$ cat src/rtl/bsg_fixed_lat_rx_pkg.sv
// bsg_fixed_lat_rx_pkg: shared widths and error causes for bsg_fixed_lat_rx
package bsg_fixed_lat_rx_pkg;
    typedef enum logic [1:0] {ERR_NONE, ERR_FIFO_OVF, ERR_BAD_LAUNCH, ERR_BAD_YUMI} err_e;
    function automatic int ptr_w(input int els);
        return (els > 1) ? $clog2(els) : 1;
    endfunction
    function automatic int cnt_w(input int els);
        return $clog2(els + 1);
    endfunction
endpackage

$ cat src/rtl/bsg_fixed_lat_rx_mem.sv
// bsg_fixed_lat_rx_mem: els_p x width_p storage, one sync write port, one async read port
module bsg_fixed_lat_rx_mem #(
    parameter int width_p = 27,
    parameter int els_p   = 4,
    parameter int ptr_w_p = 2
) (
    input  logic               clk_i,
    input  logic               w_v_i,
    input  logic [ptr_w_p-1:0] w_addr_i,
    input  logic [width_p-1:0] w_data_i,
    input  logic [ptr_w_p-1:0] r_addr_i,
    output logic [width_p-1:0] r_data_o
);
    logic [width_p-1:0] mem [els_p];
    always_ff @(posedge clk_i)
        if (w_v_i) mem[w_addr_i] <= w_data_i;
    assign r_data_o = mem[r_addr_i];
endmodule

$ cat src/rtl/bsg_fixed_lat_rx.sv
// bsg_fixed_lat_rx: credit-granting receive FIFO for a fixed-latency pipeline.
// Define BSG_FIXED_LAT_RX_BYPASS_EN for a 0-cycle path from data_i to data_o when empty.
module bsg_fixed_lat_rx
    import bsg_fixed_lat_rx_pkg::*;
#(
    parameter int width_p = 27,
    parameter int els_p   = 4,
    parameter int lat_p   = 2
) (
    input  logic               clk_i,
    input  logic               reset_i,
    input  logic               launch_v_i,
    output logic               launch_rdy_o,
    input  logic               data_v_i,
    input  logic [width_p-1:0] data_i,
    output logic               v_o,
    output logic [width_p-1:0] data_o,
    input  logic               yumi_i,
    output logic               overflow_o
);
    localparam int pw_lp = ptr_w(els_p);
    localparam int cw_lp = cnt_w(els_p);
    logic [cw_lp-1:0] credit_r, occ_r;
    logic [pw_lp-1:0] wptr_r, rptr_r;
    logic [width_p-1:0] mem_data;
    logic overflow_r, full, empty, launch_ok, yumi_ok, wr, rd, byp;
    err_e err;
    function automatic logic [pw_lp-1:0] nxt(input logic [pw_lp-1:0] p);
        return (p == pw_lp'(els_p - 1)) ? '0 : p + 1'b1;
    endfunction
    assign full         = occ_r == cw_lp'(els_p);
    assign empty        = occ_r == '0;
    assign launch_rdy_o = credit_r != '0;
    assign launch_ok    = launch_v_i & launch_rdy_o;
`ifdef BSG_FIXED_LAT_RX_BYPASS_EN
    assign v_o    = ~empty | data_v_i;
    assign data_o = empty ? data_i : mem_data;
    assign byp    = empty & data_v_i & yumi_i;
`else
    assign v_o    = ~empty;
    assign data_o = mem_data;
    assign byp    = 1'b0;
`endif
    assign yumi_ok    = yumi_i & v_o;
    assign rd         = yumi_ok & ~empty;
    assign wr         = data_v_i & ~byp & (~full | rd);
    assign overflow_o = overflow_r;
    always_comb
        err = (data_v_i & full & ~rd) ? ERR_FIFO_OVF :
              (launch_v_i & ~launch_rdy_o) ? ERR_BAD_LAUNCH :
              (yumi_i & ~v_o) ? ERR_BAD_YUMI : ERR_NONE;
    always_ff @(posedge clk_i) begin
        if (reset_i) begin
            credit_r   <= cw_lp'(els_p);
            occ_r      <= '0;
            wptr_r     <= '0;
            rptr_r     <= '0;
            overflow_r <= 1'b0;
        end else begin
            credit_r <= credit_r + cw_lp'(yumi_ok) - cw_lp'(launch_ok);
            occ_r    <= occ_r + cw_lp'(wr) - cw_lp'(rd);
            if (wr) wptr_r <= nxt(wptr_r);
            if (rd) rptr_r <= nxt(rptr_r);
            if (err != ERR_NONE) overflow_r <= 1'b1;
        end
    end
    bsg_fixed_lat_rx_mem #(.width_p(width_p), .els_p(els_p), .ptr_w_p(pw_lp)) mem (
        .clk_i(clk_i), .w_v_i(wr), .w_addr_i(wptr_r), .w_data_i(data_i),
        .r_addr_i(rptr_r), .r_data_o(mem_data)
    );
    // Bad launches are flagged on overflow_o rather than asserted: they are recoverable.
    always_ff @(posedge clk_i)
        if (!reset_i) begin
            assert (err != ERR_FIFO_OVF);
            assert (int'(els_p) - int'(credit_r) - int'(occ_r) <= lat_p + 1);
            assert (!(yumi_i && !v_o));
        end
endmodule

$ cat config.mk
export PLATFORM = sky130hd
export DESIGN_NAME = bsg_fixed_lat_rx
export DESIGN_NICKNAME = d
export VERILOG_FILES = /design/src/rtl/bsg_fixed_lat_rx_pkg.sv /design/src/rtl/bsg_fixed_lat_rx_mem.sv /design/src/rtl/bsg_fixed_lat_rx.sv
export SDC_FILE = /design/constraint.sdc
export NUM_CORES = 1
export LEC_CHECK = 0
export CAP_MARGIN = 20
export CORE_MARGIN = 2
export CORE_UTILIZATION = 54
export DETAILED_ROUTE_END_ITERATION = 10
export PLACE_DENSITY = 0.79
export SLEW_MARGIN = 30
export SYNTH_ARGS = -nofsm -noshare
export SYNTH_HDL_FRONTEND = slang
export SYNTH_HIERARCHICAL = 1
export SYNTH_SLANG_ARGS = --single-unit
$ cat constraint.sdc
create_clock -name clk_i -period 4.85 [get_ports clk_i]
set_input_delay 1.455 -clock clk_i [delete_from_list [all_inputs] [get_ports clk_i]]
set_output_delay 1.455 -clock clk_i [all_outputs]
set_load 0.005 [all_outputs]
==> impl_metrics.env <==
export IMPL_outcome="completed"
export IMPL_dp_hpwl_mm=4.50
export IMPL_multi_input_area_um2=1010
export IMPL_fin_nets=324
export IMPL_via_per_inst=5.29
export IMPL_ant_nets=0
export IMPL_ff_latch_area_um2=3470
export IMPL_synth_top_cell_area_share_pct=71.1
export IMPL_cp_arrival_ns=2.39
export IMPL_powerDensity_nw_per_um2=519
export IMPL_grt_max_degree=31
export IMPL_seq_area_frac_synth_pct=75.9
export IMPL_area_growth_pct=28.1
export IMPL_rsz0062_at_grt="false"
export IMPL_tns_ns=0
export IMPL_syn_instance_count=206
export IMPL_die_y_um=95.9
export IMPL_antenna_found_initial=0
export IMPL_p_total_mw=3.03
export IMPL_yosys_warnings=6
export IMPL_critPathCaptureType="primary output"
export IMPL_core_area_um2=8220
export IMPL_die_w_um=95.9
export IMPL_synth_most_common_cell="edfxtp_1"
export IMPL_finClkSkew_ns=0.00851
export IMPL_critPathMaxFanout=15
export IMPL_drt_met1_wl_mm=3.17
export IMPL_fin_area_um2=5850
export IMPL_p_leak_nw=1.99
export IMPL_post_synth_top_area_cell="edfxtp_1"
export IMPL_ys_ff_latch=119
export IMPL_max_slew_worst_pin_slew_ns=0.845
export IMPL_drive_above_1_share_pct=20.2
export IMPL_crit_type="reg -> out"
export IMPL_grt_pass1_vias=2248
export IMPL_placementRows=33
export IMPL_synth_ff_type="edfxtp_1"
export IMPL_syn_cell_area_um2=4560
export IMPL_max_vdd_ir_drop_mv=0.287
export IMPL_p_seq_share_pct=43.4
export IMPL_synth_fp_nets=246
export IMPL_clkTransAtPathRegs_ns=0.05
export IMPL_top_layer_used="met4"
export IMPL_clockPowerShare_pct=37.7
export IMPL_cts_sinks=119
export IMPL_worst_path_max_delay_cell="dfxtp_1"
export IMPL_yosysUniqueCellTypes=32
export IMPL_fill_cells=491
export IMPL_portBuffers=61
export IMPL_min_period_ns=3.85
export IMPL_drc=0
export IMPL_p_int_mw=2.35
export IMPL_crit_chain="buf_4 -> mux4_2 -> clkdlybuf4s50_1"
export IMPL_slew_violations=0
export IMPL_synth_common_cells="108 x edfxtp_1, 20 x mux4_2, 11 x dfxtp_1"
export IMPL_placed_area_um2=5280
export IMPL_design_die_area_um2=9200
export IMPL_clock_latency_ns=0.49
export IMPL_num_io_pins=62
export IMPL_cts_repair_resized=0
export IMPL_period_share_pct=79.3
export IMPL_diodes=0
export IMPL_cts_tree="built"
export IMPL_maxSlewHeadroom_pct=43.2
export IMPL_gp_congestion=0.727
export IMPL_routed_wl_mm=7.31
export IMPL_grt_pass1_wl_mm=11.3
export IMPL_grt_overflow=0
export IMPL_yosys_top_cells_area="edfxtp_1 71%, mux4_2 9.9%, dfxtp_1 4.8%, mux4_1 4.0%, ha_1 1.6%"
export IMPL_wl_met3_um=299
export IMPL_required_ns=3.39
export IMPL_power_switching_mw=0.682
export IMPL_fmax_mhz=260
export IMPL_cts_root_buf="clkbuf_8"
export IMPL_routedWlPerCell_um=18.2
export IMPL_drtIter0Drc=106
export IMPL_critPathLaunchType="flop"
export IMPL_synth_edf_count=108
export IMPL_cts_buffer_depth=2
export IMPL_sw_frac_of_total_pct=22.5
export IMPL_vias=2125
export IMPL_async_flop_share_pct=0
export IMPL_synth_area_per_cell_um2=22.2
export IMPL_drtPass1Iterations=4
export IMPL_setup_violations=0
export IMPL_cap_violations=0
export IMPL_finalHoldViolCount=0
export IMPL_cts_max_level=4
export IMPL_power_frac_comb_pct=18.8
export IMPL_cts_setup_buffers=0
export IMPL_routed_wl_met2_mm=3.81
export IMPL_grtUsageTotal_pct=17.5
export IMPL_numCtsBuffers=17
export IMPL_initial_utilization_pct=55.6
export IMPL_cts_hold_buf=0
export IMPL_min_delay_path_class="reg -> reg"
export IMPL_cpPeakStageDelay_ns=0.73
-- sequential cells by signal, summed over array words and instances, names as in the netlist --
name / cells
rptr_r: 2
mem/mem: 108
wptr_r: 2
overflow_o: 1
credit_r: 3
occ_r: 3
-- metrics by stage --
stage | setup slack [ns] | util, % | hold slack [ns] | std cells
finish | 1.00 | 71.2 | 0.505 | 402
global route | 0.848 | 71.2 | 0.559 | 402
CTS | 0.934 | 71.1 | 0.509 | 402
detailed placement | 0.900 | 64.3 | 0.496 | 370
floorplan | 0.655 | - | 0.471 | 206
global placement | 0.939 | 64.3 | 0.482 | 370
-- worst max-delay path: cells and delay by family, from the launching register on --
kind | cells | cell delay [ns]
buffers and inverters | 2 | 0.82
multiplexers | 1 | 0.35
flip-flops | 1 | 0.73
-- cells by family (layout without fill, tap and decap cells) --
logic type                 count (synthesis)  in the layout  share of synthesized area (%)
DFF                                      119            119                           75.9
muxes                                     29             29                           14.3
and+or+nand+nor                           25             25                           3.51
buffers and inverters                     15            106                           2.19
adders and majority gates                  8              8                           2.52
AOI/OAI and AO/OA                          6              6                          0.795
xor gates and xnor gates                   4              4                          0.768
-- power groups by stage --
stage / logic (mW) / registers [mW] / clock network (mW)
after floorplan: 0.372 / 1.28 / 0
after global placement: 0.566 / 1.33 / 0
after detailed placement: 0.579 / 1.34 / 0
after CTS: 0.583 / 1.32 / 1.17
after global routing: 0.633 / 1.33 / 1.22
final: 0.571 / 1.32 / 1.14
-- per-layer routing --
metal  up-vias  track usage [%]
met2        51             28.8
met4         0             5.71
met5         -                0
met3         2             6.50
li1       1006                -
met1      1066             21.7
-- cell type report --
type,instances,area share [%]
Sequential cell,119,59.3
Tap cell,105,2.25
Timing Repair Buffer,66,11.1
Inverter,8,0.514
Multi-Input combinational cell,72,17.3
Clock inverter,10,1.80
Clock buffer,22,7.75
-- path summary, 6_finish.rpt --
check | startpoint | end | slack, ns | depth (start not counted)
setup / recovery | rptr_r[1]$_SDFFE_PP0N_ | data_o[11] | 1.00 | 3
hold / removal | overflow_o$_SDFFE_PP0P_ | overflow_o$_SDFFE_PP0P_ | 0.50 | 2
hold reg to reg | overflow_o$_SDFFE_PP0P_ | overflow_o$_SDFFE_PP0P_ | 0.50 | 2
setup reg to reg | occ_r[1]$_SDFF_PP0_ | occ_r[2]$_SDFF_PP0_ | 2.27 | 9
-- cells in the final DEF, fill, tap and decap left out, types with 2 or more instances in the layout --
master	count
dfxtp_1	10
ha_1	6
xnor2_1	3
or3_2	2
nor3_1	3
and3b_1	2
o21ai_0	2
clkbuf_1	3
a21oi_1	2
nor2_1	3
buf_4	5
nand2_1	2
nor2b_1	3
clkinvlp_4	2
bufinv_16	2
nand2b_1	3
clkbuf_16	16
clkbuf_8	3
inv_1	8
mux4_2	20
fa_1	2
edfxtp_1	108
clkinv_2	6
mux2i_1	2
mux4_1	7
clkdlybuf4s50_1	61
Note: power is estimated with default switching activity, not from simulation.
